==> src/rtl/cmd_frame_decoder.sv <==
// Command frame decoder: turns a stream of received bytes into
// register-file write/read strobes and ALU start strobes.
module cmd_frame_decoder #(
  parameter int DATA_WIDTH = 8,
  parameter int ADDR_WIDTH = 4
) (
  input  logic                  CLK,
  input  logic                  RST,
  input  logic [DATA_WIDTH-1:0] RX_Data,
  input  logic                  RX_Valid,
  output logic                  RF_WrEn,
  output logic                  RF_RdEn,
  output logic [ADDR_WIDTH-1:0] RF_Addr,
  output logic [DATA_WIDTH-1:0] RF_WrData,
  output logic                  ALU_EN,
  output logic [3:0]            ALU_FUN,
  output logic                  Busy,
  output logic                  Cmd_Err,
  output logic                  Addr_Err
);

  localparam logic [DATA_WIDTH-1:0] C_WR  = DATA_WIDTH'(8'hAA);
  localparam logic [DATA_WIDTH-1:0] C_RD  = DATA_WIDTH'(8'hBB);
  localparam logic [DATA_WIDTH-1:0] C_ALU = DATA_WIDTH'(8'hCC);
  localparam logic [DATA_WIDTH-1:0] C_OP  = DATA_WIDTH'(8'hDD);

  typedef enum logic [2:0] {
    IDLE,
    WR_ADDR,
    WR_DATA,
    RD_ADDR,
    ALU_A,
    ALU_B,
    ALU_OP
  } state_t;

  state_t                state_q, state_d;
  logic [ADDR_WIDTH-1:0] wr_addr_q, wr_addr_d;
  logic [ADDR_WIDTH-1:0] rf_addr_q, rf_addr_d;
  logic [DATA_WIDTH-1:0] wdata_q, wdata_d;
  logic [3:0]            fun_q, fun_d;
  logic                  wren_q, wren_d;
  logic                  rden_q, rden_d;
  logic                  aluen_q, aluen_d;
  logic                  cerr_q, cerr_d;
  logic                  aerr_q, aerr_d;
  logic                  busy_q, busy_d;

  logic                  addr_bad;
  logic [ADDR_WIDTH-1:0] byte_addr;

  // An address byte is bad if any bit beyond the address field is set
  assign addr_bad  = |(RX_Data >> ADDR_WIDTH);
  assign byte_addr = RX_Data[ADDR_WIDTH-1:0];

  always_comb begin
    state_d   = state_q;
    wr_addr_d = wr_addr_q;
    rf_addr_d = rf_addr_q;
    wdata_d   = wdata_q;
    fun_d     = fun_q;
    wren_d    = 1'b0;
    rden_d    = 1'b0;
    aluen_d   = 1'b0;
    cerr_d    = 1'b0;
    aerr_d    = 1'b0;
    if (RX_Valid) begin
      case (state_q)
        IDLE: begin
          case (RX_Data)
            C_WR:    state_d = WR_ADDR;
            C_RD:    state_d = RD_ADDR;
            C_ALU:   state_d = ALU_A;
            C_OP:    state_d = ALU_OP;
            default: cerr_d  = 1'b1;
          endcase
        end
        WR_ADDR: begin
          if (addr_bad) begin
            aerr_d  = 1'b1;
            state_d = IDLE;
          end else begin
            wr_addr_d = byte_addr;
            state_d   = WR_DATA;
          end
        end
        WR_DATA: begin
          wren_d    = 1'b1;
          rf_addr_d = wr_addr_q;
          wdata_d   = RX_Data;
          state_d   = IDLE;
        end
        RD_ADDR: begin
          if (addr_bad) begin
            aerr_d = 1'b1;
          end else begin
            rden_d    = 1'b1;
            rf_addr_d = byte_addr;
          end
          state_d = IDLE;
        end
        ALU_A: begin
          wren_d    = 1'b1;
          rf_addr_d = '0;
          wdata_d   = RX_Data;
          state_d   = ALU_B;
        end
        ALU_B: begin
          wren_d    = 1'b1;
          rf_addr_d = ADDR_WIDTH'(1);
          wdata_d   = RX_Data;
          state_d   = ALU_OP;
        end
        ALU_OP: begin
          aluen_d = 1'b1;
          fun_d   = RX_Data[3:0];
          state_d = IDLE;
        end
        default: state_d = IDLE;
      endcase
    end
    busy_d = (state_d != IDLE);
  end

  always_ff @(posedge CLK) begin
    if (RST) begin
      state_q   <= IDLE;
      wr_addr_q <= '0;
      rf_addr_q <= '0;
      wdata_q   <= '0;
      fun_q     <= '0;
      wren_q    <= 1'b0;
      rden_q    <= 1'b0;
      aluen_q   <= 1'b0;
      cerr_q    <= 1'b0;
      aerr_q    <= 1'b0;
      busy_q    <= 1'b0;
    end else begin
      state_q   <= state_d;
      wr_addr_q <= wr_addr_d;
      rf_addr_q <= rf_addr_d;
      wdata_q   <= wdata_d;
      fun_q     <= fun_d;
      wren_q    <= wren_d;
      rden_q    <= rden_d;
      aluen_q   <= aluen_d;
      cerr_q    <= cerr_d;
      aerr_q    <= aerr_d;
      busy_q    <= busy_d;
    end
  end

  assign RF_WrEn   = wren_q;
  assign RF_RdEn   = rden_q;
  assign RF_Addr   = rf_addr_q;
  assign RF_WrData = wdata_q;
  assign ALU_EN    = aluen_q;
  assign ALU_FUN   = fun_q;
  assign Busy      = busy_q;
  assign Cmd_Err   = cerr_q;
  assign Addr_Err  = aerr_q;

endmodule

==> config.mk <==
export PLATFORM = sky130hd
export DESIGN_NAME = cmd_frame_decoder
export DESIGN_NICKNAME = d
export VERILOG_FILES = /design/src/rtl/cmd_frame_decoder.sv
export SDC_FILE = /design/constraint.sdc
export NUM_CORES = 1
export LEC_CHECK = 0
export CAP_MARGIN = 10
export CORE_AREA = 8 8 64 66
export CTS_CLUSTER_DIAMETER = 50
export DETAILED_ROUTE_END_ITERATION = 16
export DIE_AREA = 0 0 72 74
export GPL_TIMING_DRIVEN = 0
export HOLD_SLACK_MARGIN = 0.12
export PLACE_DENSITY = 0.72
export SETUP_SLACK_MARGIN = 0.02
export SYNTH_ARGS = -nofsm -noshare
export SYNTH_HDL_FRONTEND = slang
export SYNTH_SLANG_ARGS = --single-unit
==> constraint.sdc <==
create_clock -name CLK -period 1.9 [get_ports CLK]
set_input_delay 0.57 -clock CLK [delete_from_list [all_inputs] [get_ports CLK]]
set_output_delay 0.57 -clock CLK [all_outputs]
set_load 0.1 [all_outputs]
# Word level (Yosys, flattened, before mapping)
# Cells that the tools add are included.
word_totals:
  register_bits: 29
  latch_bits: 0
  ram_bits: 0
  romBits: 0
  inputBits: 11
  out_inout_bits: 22
  wordCells: 53
  n_memories: 0
op_classes:
  addsub: 0
  multipliers: 0
  div_mod_pow: 0
  magnitude_cmp: 0
  n_eq_ne: 11
  n_shift: 0
  muxes: 11
  bitwise: 5
  n_reduce_logical: 15
ops:
  columns: ["operator", "count"]
  rows:
  - ["8-bit == test (second input constant)", 4]
  - ["3-bit one-hot mux with 4 select lines", 2]
  - ["4-bit one-hot mux with 4 select lines", 1]
  - ["3-bit OR reduction", 4]
  - ["3-bit == test (second input constant)", 3]
  - ["4-bit OR reduction", 2]
  - ["3-bit by 2-bit == test with 1-bit output (second input constant)", 2]
  - ["3-bit AND reduction", 2]
  - ["1-bit two-way mux", 5]
  - ["1-bit inverter", 5]
  - ["4-bit two-way mux", 1]
  - ["2-bit AND reduction", 2]
  - ["4-bit nonzero test", 1]
  - ["2-bit OR reduction", 2]
  - ["3-bit by 1-bit == test with 1-bit output (second input constant)", 1]
  - ["3-bit logical NOT", 1]
  - ["3-bit two-way mux", 1]
  - ["3-bit nonzero test", 1]
  - ["2-bit two-way mux", 1]
  - ["2-bit inequality test (second input constant)", 1]

# Depth between registers and ports, before layout
# Gate-level depths: netlist of run 1.
depth:
  ltp_word: 5
  ltp_mapped: 7
  depth_no_buf: 6

# Worst setup path after synthesis of run 1
# Ideal clock, no wire load.
synth_path:
  kind: "input to register"
  from: "input RX_Data[5]"
  to: "register busy_q, in the netlist Busy"
  setup_ps: 57
  arrival_ps: 1673
  setup_slack_ps: 170
  cell_stages: 4
  n_path_buf: 0
  cell_sequence: "nand4bb_1 or4_4 a221oi_4 or3_1"
synth_via:
  elab_chain_len: 5
synth_rtl:
  columns: ["item", "line", "source"]
  rows:
  - ["start: declaration", "9", "input logic [DATA_WIDTH-1:0] RX_Data,"]
  - ["8-bit == test / 4-bit OR reduction (equally long branches)", "70, 53", null]
  - ["3-bit one-hot mux with 4 select lines / 2-bit two-way mux (equally long branches)", "70, 79", null]
  - ["3-bit one-hot mux with 4 select lines *", "68", "case (state_q)"]
  - ["3-bit two-way mux *", "67", "if (RX_Valid) begin"]
  - ["3-bit nonzero test *", "122", "busy_d = (state_d != IDLE);"]
  - ["end signal: assignment", "149", "busy_q <= busy_d;"]
  - ["end: declaration", "47", "logic busy_q, busy_d;"]
# Mark *: on every way between the ends. The rest lies on a longest branch, timed or not.
# A chain may end at the register's enable or synchronous reset.

# Worst setup path in the final report of run 1
layout_path:
  from: "input RX_Data[1]"
  to: "register busy_q, in the netlist Busy"
layout_via:
  elab_chain_len: 5
layout_rtl:
  columns: ["item", "line", "source"]
  rows:
  - ["8-bit == test", "70", "case (RX_Data)"]
  - ["3-bit one-hot mux with 4 select lines *", "70", null]
  - ["3-bit one-hot mux with 4 select lines *", "68", null]
  - ["3-bit two-way mux *", "67", null]
  - ["3-bit nonzero test *", "122", null]
# Marked as above.

==> run_summary.xml, run 1 <==
<?xml version="1.0" encoding="UTF-8"?>
<metrics>
  <group name="power_and_ir_drop">
    <metric name="power.density_cell_area" unit="mW/mm²">678</metric>
    <metric name="peakVddDrop" unit="µV">426</metric>
    <metric name="total_leakage_power" unit="µW">0.000774</metric>
  </group>
  <group name="drt">
    <metric name="drt_pre_antenna_iters" unit="">4</metric>
    <metric name="route.detailed.vias_per_inst" unit="">4.99</metric>
    <metric name="routed-via-count" unit="">1088</metric>
    <metric name="detail_route.wl_per_cell" unit="µm">13.9</metric>
    <metric name="drc_violation_count_after_routing" unit="">0</metric>
    <metric name="routed_wirelength" unit="µm">3040</metric>
    <metric name="antenna_left" unit="">0</metric>
    <metric name="detailedRoute.firstIterationViolations" unit="">39</metric>
  </group>
  <group name="synth">
    <metric name="synth.top_cells.by_area" unit="">dfxtp_1 (46%), mux2i_1 (13%), nor2_1 (7.7%)</metric>
    <metric name="synth_largest_area_cell" unit="">dfxtp_1</metric>
    <metric name="yosys.cell_types.count" unit="">36</metric>
    <metric name="portion_of_the_post_synthesis_area_used_by_sequential_elements" unit="">0.457</metric>
    <metric name="synth_top_area_frac" unit="">0.457</metric>
    <metric name="synthesis.area_per_instance" unit="µm²">9.69</metric>
    <metric name="ff_latch_count_synth" unit="">29</metric>
    <metric name="syn_area" unit="mm²">0.00127</metric>
    <metric name="yosysWarnings" unit="">0</metric>
    <metric name="syn-instance-count" unit="">131</metric>
    <metric name="syn-num-nets" unit="">144</metric>
  </group>
  <group name="job">
    <metric name="cap_viol_max_count" unit="">0</metric>
  </group>
  <group name="global_routing">
    <metric name="grt_antenna_before_repair" unit="">0</metric>
    <metric name="largest_net_degree_at_the_start_of_global_routing" unit="">11</metric>
    <metric name="grt_first_pass_wirelength" unit="µm">5030</metric>
    <metric name="globalRouteTotalUtil" unit="">0.125</metric>
    <metric name="grt_overflow" unit="">0</metric>
    <metric name="grt_pass1_vias" unit="">1066</metric>
  </group>
  <group name="worst_setup_path">
    <metric name="critical_path.max_stage_delay" unit="ns">0.56</metric>
    <metric name="critical_path.endpoint_type" unit="">flop</metric>
    <metric name="worst-r2r-setup-slack" unit="ns">0.14</metric>
    <metric name="setup.worst_path.class" unit="">in2reg</metric>
    <metric name="critical_path.slowest_cell" unit="">or4_4</metric>
    <metric name="path_cells" unit="">dlygate4sd2_1, nand4bb_4, or4_4, a221oi_4, or3_1</metric>
    <metric name="startpoint_types" unit="">input port</metric>
    <metric name="worst_r2r_path_depth" unit="">7</metric>
    <metric name="timing.critical_path.fanout_max" unit="">6</metric>
    <metric name="cp.arrival" unit="ns">2.11</metric>
    <metric name="critPathRequiredTime" unit="ns">2.17</metric>
  </group>
  <group name="clock_network">
    <metric name="holdBufCountCts" unit="">0</metric>
    <metric name="cts_htree_levels" unit="">2</metric>
    <metric name="cts_tree" unit="">done</metric>
    <metric name="clock_pin_transition_on_the_worst_setup_and_hold_timing_paths" unit="ns">0.09</metric>
    <metric name="tritoncts.num_buffers" unit="">5</metric>
    <metric name="clk-insertion-delay-late" unit="ns">0.33</metric>
    <metric name="ctsRootBufferMaster" unit="">clkbuf_4</metric>
    <metric name="cts.path.max_buffers" unit="">2</metric>
    <metric name="number_of_sinks_driven_by_the_clock_tree" unit="">29</metric>
  </group>
  <group name="floorplan">
    <metric name="num_io_pins" unit="">33</metric>
    <metric name="die_height" unit="µm">74</metric>
    <metric name="rows" unit="">21</metric>
    <metric name="die_w" unit="µm">72</metric>
    <metric name="core-area" unit="mm²">0.00318</metric>
    <metric name="floorplan.initialDensity" unit="">0.399</metric>
    <metric name="die-area" unit="mm²">0.00533</metric>
  </group>
  <group name="final_layout">
    <metric name="layout.cells.non_filler" unit="">218</metric>
    <metric name="multi_input_comb_area" unit="µm²">676</metric>
    <metric name="diodes" unit="">0</metric>
    <metric name="num-nets-final" unit="">184</metric>
    <metric name="drive_gt1_frac" unit="">0.262</metric>
    <metric name="area_delta_synth_final" unit="%">41.2</metric>
    <metric name="leading_cell_type_in_the_layout_fill_and_taps_excluded" unit="">dfxtp_1</metric>
    <metric name="finalInstanceArea" unit="mm²">0.00179</metric>
    <metric name="final-seq-area" unit="µm²">584</metric>
    <metric name="mostFrequentLayoutCells" unit="">dfxtp_1 (28), nor2_1 (25), clkdlybuf4s15_2 (21)</metric>
    <metric name="filler_cell_count" unit="">291</metric>
  </group>
  <group name="min_path">
    <metric name="worst_hold_path_type" unit="">reg2reg</metric>
    <metric name="min_delay_path_depth" unit="">2</metric>
  </group>
  <group name="placement">
    <metric name="gpl.final_weighted_congestion" unit="">0.861</metric>
    <metric name="dpl-instance-area" unit="mm²">0.00164</metric>
    <metric name="place.port_buffers" unit="">31</metric>
    <metric name="detailedPlace.worstSlack" unit="ns">-0.575</metric>
    <metric name="numPlacedInstances" unit="">208</metric>
    <metric name="post-dp-hpwl" unit="µm">2250</metric>
  </group>
  <group name="timing">
    <metric name="setup_ws_post_layout" unit="ns">0.0652</metric>
    <metric name="drv_slew" unit="">0</metric>
    <metric name="worst_hold_slack" unit="ns">0.502</metric>
    <metric name="grt_setup_unrepaired" unit="">true</metric>
    <metric name="worst_clock_skew" unit="ns">0.0101</metric>
    <metric name="final_min_period_over_clock_period" unit="">0.966</metric>
    <metric name="hold_viol" unit="">0</metric>
    <metric name="max_slew.worst_pin.slew" unit="ns">0.556</metric>
    <metric name="setup_viol" unit="">0</metric>
    <metric name="period_minus_slack" unit="ns">1.83</metric>
    <metric name="finalSetupTns" unit="ns">0</metric>
    <metric name="achievable-frequency" unit="MHz">545</metric>
    <metric name="timing.slew.headroom" unit="">0.631</metric>
  </group>
  <group name="run_status">
    <metric name="run_status" unit="">completed</metric>
  </group>
</metrics>
==> metal layers <==
metal	vias to the layer above	global-route usage	wire length [µm]
li1	548	-	-
met1	508	0.132	1340
met2	27	0.201	1450
met3	5	0.0647	182
met4	0	0.0635	72
met5	-	0	0
==> logic make-up after synthesis <==
family	synth area share
adders and majority gates	0.0197
AOI/OAI and AO/OA	0.131
buffers and inverters	0.0364
and+or+nand+nor	0.223
DFF	0.457
muxes	0.126
xor gates and xnor gates	0.00690
==> synth_stat cells (all sizes together) <==
cell type,number
a31o,1
or3,2
or4,3
clkbuf,6
nor3b,5
dfxtp,29
nand4bb,2
a21oi,6
a221oi,1
a311oi,1
ha,2
a211oi,5
a2111o,1
and3b,2
nor2b,1
xor2,1
nand4,1
buf,2
nor2,26
mux2i,16
inv,3
nor4,2
nor4b,1
nand2b,1
a21o,1
o21ai,2
nand2,5
a22o,1
o31ai,1
nor3,1
==> sequential cells by signal, summed over array words and instances, names as in the netlist <==
name / cells
RF_WrData: 8
ALU_FUN: 4
RF_Addr: 4
wr_addr_q: 4
state_q: 3
ALU_EN: 1
Addr_Err: 1
Busy: 1
Cmd_Err: 1
RF_RdEn: 1
RF_WrEn: 1
==> report_power, final <==
part           internal (µW)  switching [µW]
combinational           27.1            57.4
sequential               608            1.06
clock                    314             208
total                    949             266
==> critical path: cells and delay by family <==
family / cells / cell delay [ns]
AND/OR/NAND/NOR: 3 / 0.96
buffers and inverters: 1 / 0.32
AO/OA/AOI/OAI: 1 / 0.25
==> metrics by stage <==
| stage | total power, µW | util |
|---|---|---|
| 2_1_floorplan | 668 | - |
| 3_3_place_gp | 710 | 0.515 |
| 3_5_place_dp | 711 | 0.515 |
| 4_1_cts | 1220 | 0.552 |
| 5_1_grt | 1270 | 0.564 |
| 6_report | 1220 | 0.564 |
==> path summary, 6_finish.rpt <==
path,startpoint,endpoint
hold reg to reg,wr_addr_q[1],wr_addr_q[1]
setup reg to reg,state_q[1],Busy
setup / recovery,RX_Data[1],Busy
hold / removal,wr_addr_q[1],wr_addr_q[1]
==> layout make-up <==
class,count,share of cell area
Clock inverter,1,0.0167
Inverter,3,0.00628
Multi-Input combinational cell,91,0.377
Tap cell,46,0.0321
Buffer,8,0.0216
Timing Repair Buffer,33,0.190
Sequential cell,29,0.326
Clock buffer,7,0.0307
==> what timing repair did <==
item | in CTS | in global routing
setup endpoints to repair | 45 | 11
setup buffers | 1 | 1
gates resized for setup | 78 | 7
pin swaps | 2 | 0
(Power assumes the default switching activity.)
==> run 2, diff against run 1 <==
CELL_PAD_IN_SITES_DETAIL_PLACEMENT = 0   (was unset)
CELL_PAD_IN_SITES_GLOBAL_PLACEMENT = 2   (was unset)
CORE_AREA = 8 8 79 81   (was 8 8 64 66)
CTS_CLUSTER_SIZE = 28   (was unset)
DIE_AREA = 0 0 87 89   (was 0 0 72 74)
PLACE_DENSITY = unset   (was 0.72)
PLACE_DENSITY_LB_ADDON = 0.1   (was unset)
==> run 2 against run 1 <==
  * Sequential power barely moved
  * Wire length rose by 16%
  * Core utilization fell by 19 points
  * Critical endpoint unchanged
  * Clock skew fell by 0.00079 ns
  * Largest power group is now clock
  * Power rose by 11%
  * First-iteration DRC count rose by 15%
  * Global-route usage fell by 2.5 points
  * Register-to-register slack improved by 0.03 ns
  * Sequential share of layout area fell by 1.3 points
  * Design area rose by 3.8%
  * Maximum frequency rose by 0.72%
  * Hold slack got worse by 0.0082 ns
  * Largest cell class unchanged
==> run_summary.xml, run 2 (same netlist as run 1, synthesis figures left out) <==
<?xml version="1.0" encoding="UTF-8"?>
<metrics>
  <group name="final_layout">
    <metric name="drive_gt1_frac" unit="">0.292</metric>
    <metric name="filler_cell_count" unit="">522</metric>
    <metric name="leading_cell_type_in_the_layout_fill_and_taps_excluded" unit="">dfxtp_1</metric>
    <metric name="num-nets-final" unit="">183</metric>
    <metric name="mostFrequentLayoutCells" unit="">dfxtp_1 (28), nor2_1 (26), clkdlybuf4s15_2 (24)</metric>
    <metric name="diodes" unit="">0</metric>
    <metric name="largest_reg_flops" unit="">8</metric>
    <metric name="area_delta_synth_final" unit="%">46.5</metric>
  </group>
  <group name="clock_network">
    <metric name="cts_htree_levels" unit="">2</metric>
    <metric name="cts.path.max_buffers" unit="">2</metric>
    <metric name="cts_tree" unit="">done</metric>
    <metric name="clock_pin_transition_on_the_worst_setup_and_hold_timing_paths" unit="ns">0.06</metric>
    <metric name="tritoncts.num_buffers" unit="">5</metric>
    <metric name="ctsRootBufferMaster" unit="">clkbuf_8</metric>
    <metric name="clk-insertion-delay-late" unit="ns">0.29</metric>
    <metric name="number_of_sinks_driven_by_the_clock_tree" unit="">29</metric>
  </group>
  <group name="timing">
    <metric name="setup_ws_post_layout" unit="ns">0.0783</metric>
    <metric name="setup_viol" unit="">0</metric>
    <metric name="max_slew.worst_pin.slew" unit="ns">0.557</metric>
    <metric name="worst_clock_skew" unit="ns">0.00933</metric>
    <metric name="grt_setup_unrepaired" unit="">false</metric>
    <metric name="worst_hold_slack" unit="ns">0.493</metric>
    <metric name="period_minus_slack" unit="ns">1.82</metric>
    <metric name="hold_viol" unit="">0</metric>
    <metric name="timing.slew.headroom" unit="">0.630</metric>
    <metric name="achievable-frequency" unit="MHz">549</metric>
    <metric name="drv_slew" unit="">0</metric>
    <metric name="final_min_period_over_clock_period" unit="">0.959</metric>
  </group>
  <group name="worst_setup_path">
    <metric name="critPathRequiredTime" unit="ns">2.13</metric>
    <metric name="path_cells" unit="">dlygate4sd2_1, nand2_1, or4_4, a221oi_4, or3_1</metric>
    <metric name="worstPathBufferInverterCount" unit="">1</metric>
    <metric name="critical_path.max_stage_delay" unit="ns">0.56</metric>
    <metric name="dominant_delay_contributor_by_cell_family_on_the_critical_path" unit="">simple AND/OR/NAND/NOR gates</metric>
    <metric name="cp.arrival" unit="ns">2.05</metric>
    <metric name="setup.worst_path.class" unit="">in2reg</metric>
    <metric name="worst_r2r_path_depth" unit="">6</metric>
    <metric name="crit-reg2reg-capture" unit="">Busy</metric>
    <metric name="r2r-start" unit="">state_q[1]</metric>
    <metric name="path_depth" unit="">5</metric>
    <metric name="critical_path.endpoint_type" unit="">flop</metric>
    <metric name="critPathLaunch" unit="">RX_Data[3]</metric>
    <metric name="critical_path.endpoint" unit="">Busy</metric>
    <metric name="worst-r2r-setup-slack" unit="ns">0.17</metric>
    <metric name="timing.critical_path.fanout_max" unit="">5</metric>
    <metric name="startpoint_types" unit="">input port</metric>
    <metric name="critical_path.slowest_cell" unit="">or4_4</metric>
  </group>
  <group name="global_routing">
    <metric name="globalRouteTotalUtil" unit="">0.100</metric>
    <metric name="grt_overflow" unit="">0</metric>
    <metric name="grt_first_pass_wirelength" unit="µm">5810</metric>
    <metric name="largest_net_degree_at_the_start_of_global_routing" unit="">12</metric>
    <metric name="grt_pass1_vias" unit="">1143</metric>
    <metric name="grt_antenna_before_repair" unit="">0</metric>
  </group>
  <group name="min_path">
    <metric name="worst_hold_path_type" unit="">reg2reg</metric>
  </group>
  <group name="floorplan">
    <metric name="die-area" unit="mm²">0.00774</metric>
    <metric name="rows" unit="">26</metric>
    <metric name="core-area" unit="mm²">0.00498</metric>
    <metric name="floorplan.initialDensity" unit="">0.255</metric>
    <metric name="num_io_pins" unit="">33</metric>
    <metric name="die_height" unit="µm">89</metric>
    <metric name="die_w" unit="µm">87</metric>
  </group>
  <group name="run_status">
    <metric name="run_status" unit="">completed</metric>
  </group>
  <group name="placement">
    <metric name="detailedPlace.worstSlack" unit="ns">-0.747</metric>
    <metric name="post-dp-hpwl" unit="µm">2600</metric>
    <metric name="gpl.final_weighted_congestion" unit="">0.749</metric>
    <metric name="place.port_buffers" unit="">31</metric>
  </group>
  <group name="job">
    <metric name="cap_viol_max_count" unit="">0</metric>
  </group>
  <group name="drt">
    <metric name="detail_route.wl_per_cell" unit="µm">14.6</metric>
    <metric name="routed-via-count" unit="">1083</metric>
    <metric name="drc_violation_count_after_routing" unit="">0</metric>
    <metric name="detailedRoute.firstIterationViolations" unit="">45</metric>
    <metric name="routed_wirelength" unit="µm">3510</metric>
    <metric name="drt_pre_antenna_iters" unit="">4</metric>
    <metric name="antenna_left" unit="">0</metric>
    <metric name="route.detailed.vias_per_inst" unit="">4.49</metric>
  </group>
  <group name="power_and_ir_drop">
    <metric name="power.density_cell_area" unit="mW/mm²">723</metric>
    <metric name="peakVddDrop" unit="µV">523</metric>
    <metric name="total_leakage_power" unit="µW">0.000777</metric>
  </group>
</metrics>
-- run 2: cell count changes in the layout (fill, tap and decap cells not counted), moves of 2 or more --
cell / previous run / this run
dlygate4sd2_1: 9 / 5
clkbuf_4: 6 / 1
clkbuf_8: 1 / 5
clkbuf_2: 0 / 2
clkdlybuf4s15_2: 21 / 24
-- run 2: area by class of cell --
cell class / count / area, µm² / area share
Buffer: 7 / 33.8 / 0.0182
Clock buffer: 5 / 68.8 / 0.0370
Clock inverter: 3 / 46.3 / 0.0249
Inverter: 3 / 11.3 / 0.00605
Multi-Input combinational cell: 91 / 692 / 0.372
Sequential cell: 29 / 582 / 0.313
Tap cell: 70 / 87.6 / 0.0471
Timing Repair Buffer: 33 / 339 / 0.182
-- run 2: report_power, final --
| group | leakage, µW | total (µW) | internal (µW) | switching [µW] |
|---|---|---|---|---|
| logic | 0.000489 | 88.2 | 28.1 | 60.1 |
| registers | 0.000234 | 611 | 610 | 1.09 |
| clock network | 0.0000543 | 645 | 392 | 253 |
| total | 0.000777 | 1340 | 1030 | 315 |
-- run 2: worst min-delay path by stage --
stage | from | end | slack [ns] | cells past startpoint
2_1_floorplan | wr_addr_q[0] | wr_addr_q[0] | 0.45 | 2
3_3_place_gp | wr_addr_q[1] | wr_addr_q[1] | 0.47 | 2
3_5_place_dp | wr_addr_q[0] | wr_addr_q[0] | 0.48 | 2
4_1_cts | wr_addr_q[0] | wr_addr_q[0] | 0.50 | 2
5_1_grt | RF_Addr[2] | RF_Addr[2] | 0.53 | 2
6_report | wr_addr_q[0] | wr_addr_q[0] | 0.49 | 2
-- run 2: through the flow --
stage / area (µm²) / instances / power [µW] / utilization / TNS (ns)
6_report: 1860 / 241 / 1340 / 0.374 / 0
5_1_grt: 1860 / 241 / 1410 / 0.374 / 0
4_1_cts: 1860 / 240 / 1370 / 0.373 / 0
3_5_place_dp: 1670 / 232 / 714 / 0.335 / -11.85
3_3_place_gp: 1670 / 232 / 713 / 0.335 / -12.15
2_1_floorplan: 1270 / 131 / 668 / - / 0
-- run 2: routing by layer --
layer	wire length, µm	vias to the layer above	track usage
met3	195	6	0.0414
li1	-	544	-
met4	63	0	0.0469
met5	0	-	0
met1	1620	511	0.111
met2	1640	22	0.164
-- run 2: repair_timing --
action,in CTS,in global routing
pin swaps,1,2
hold buffers,0,0
resized for setup,84,6
endpoints found under the setup margin,46,11
setup buffers,1,1
-- run 2: worst register-to-register path, delay by kind of cell, from the launching register on --
family	cells	cell delay, ns
DFF	1	0.41
buffers and inverters	1	0.12
adders and majority gates	1	0.27
and+or+nand+nor	2	0.54
AOI/OAI and AO/OA	2	0.28
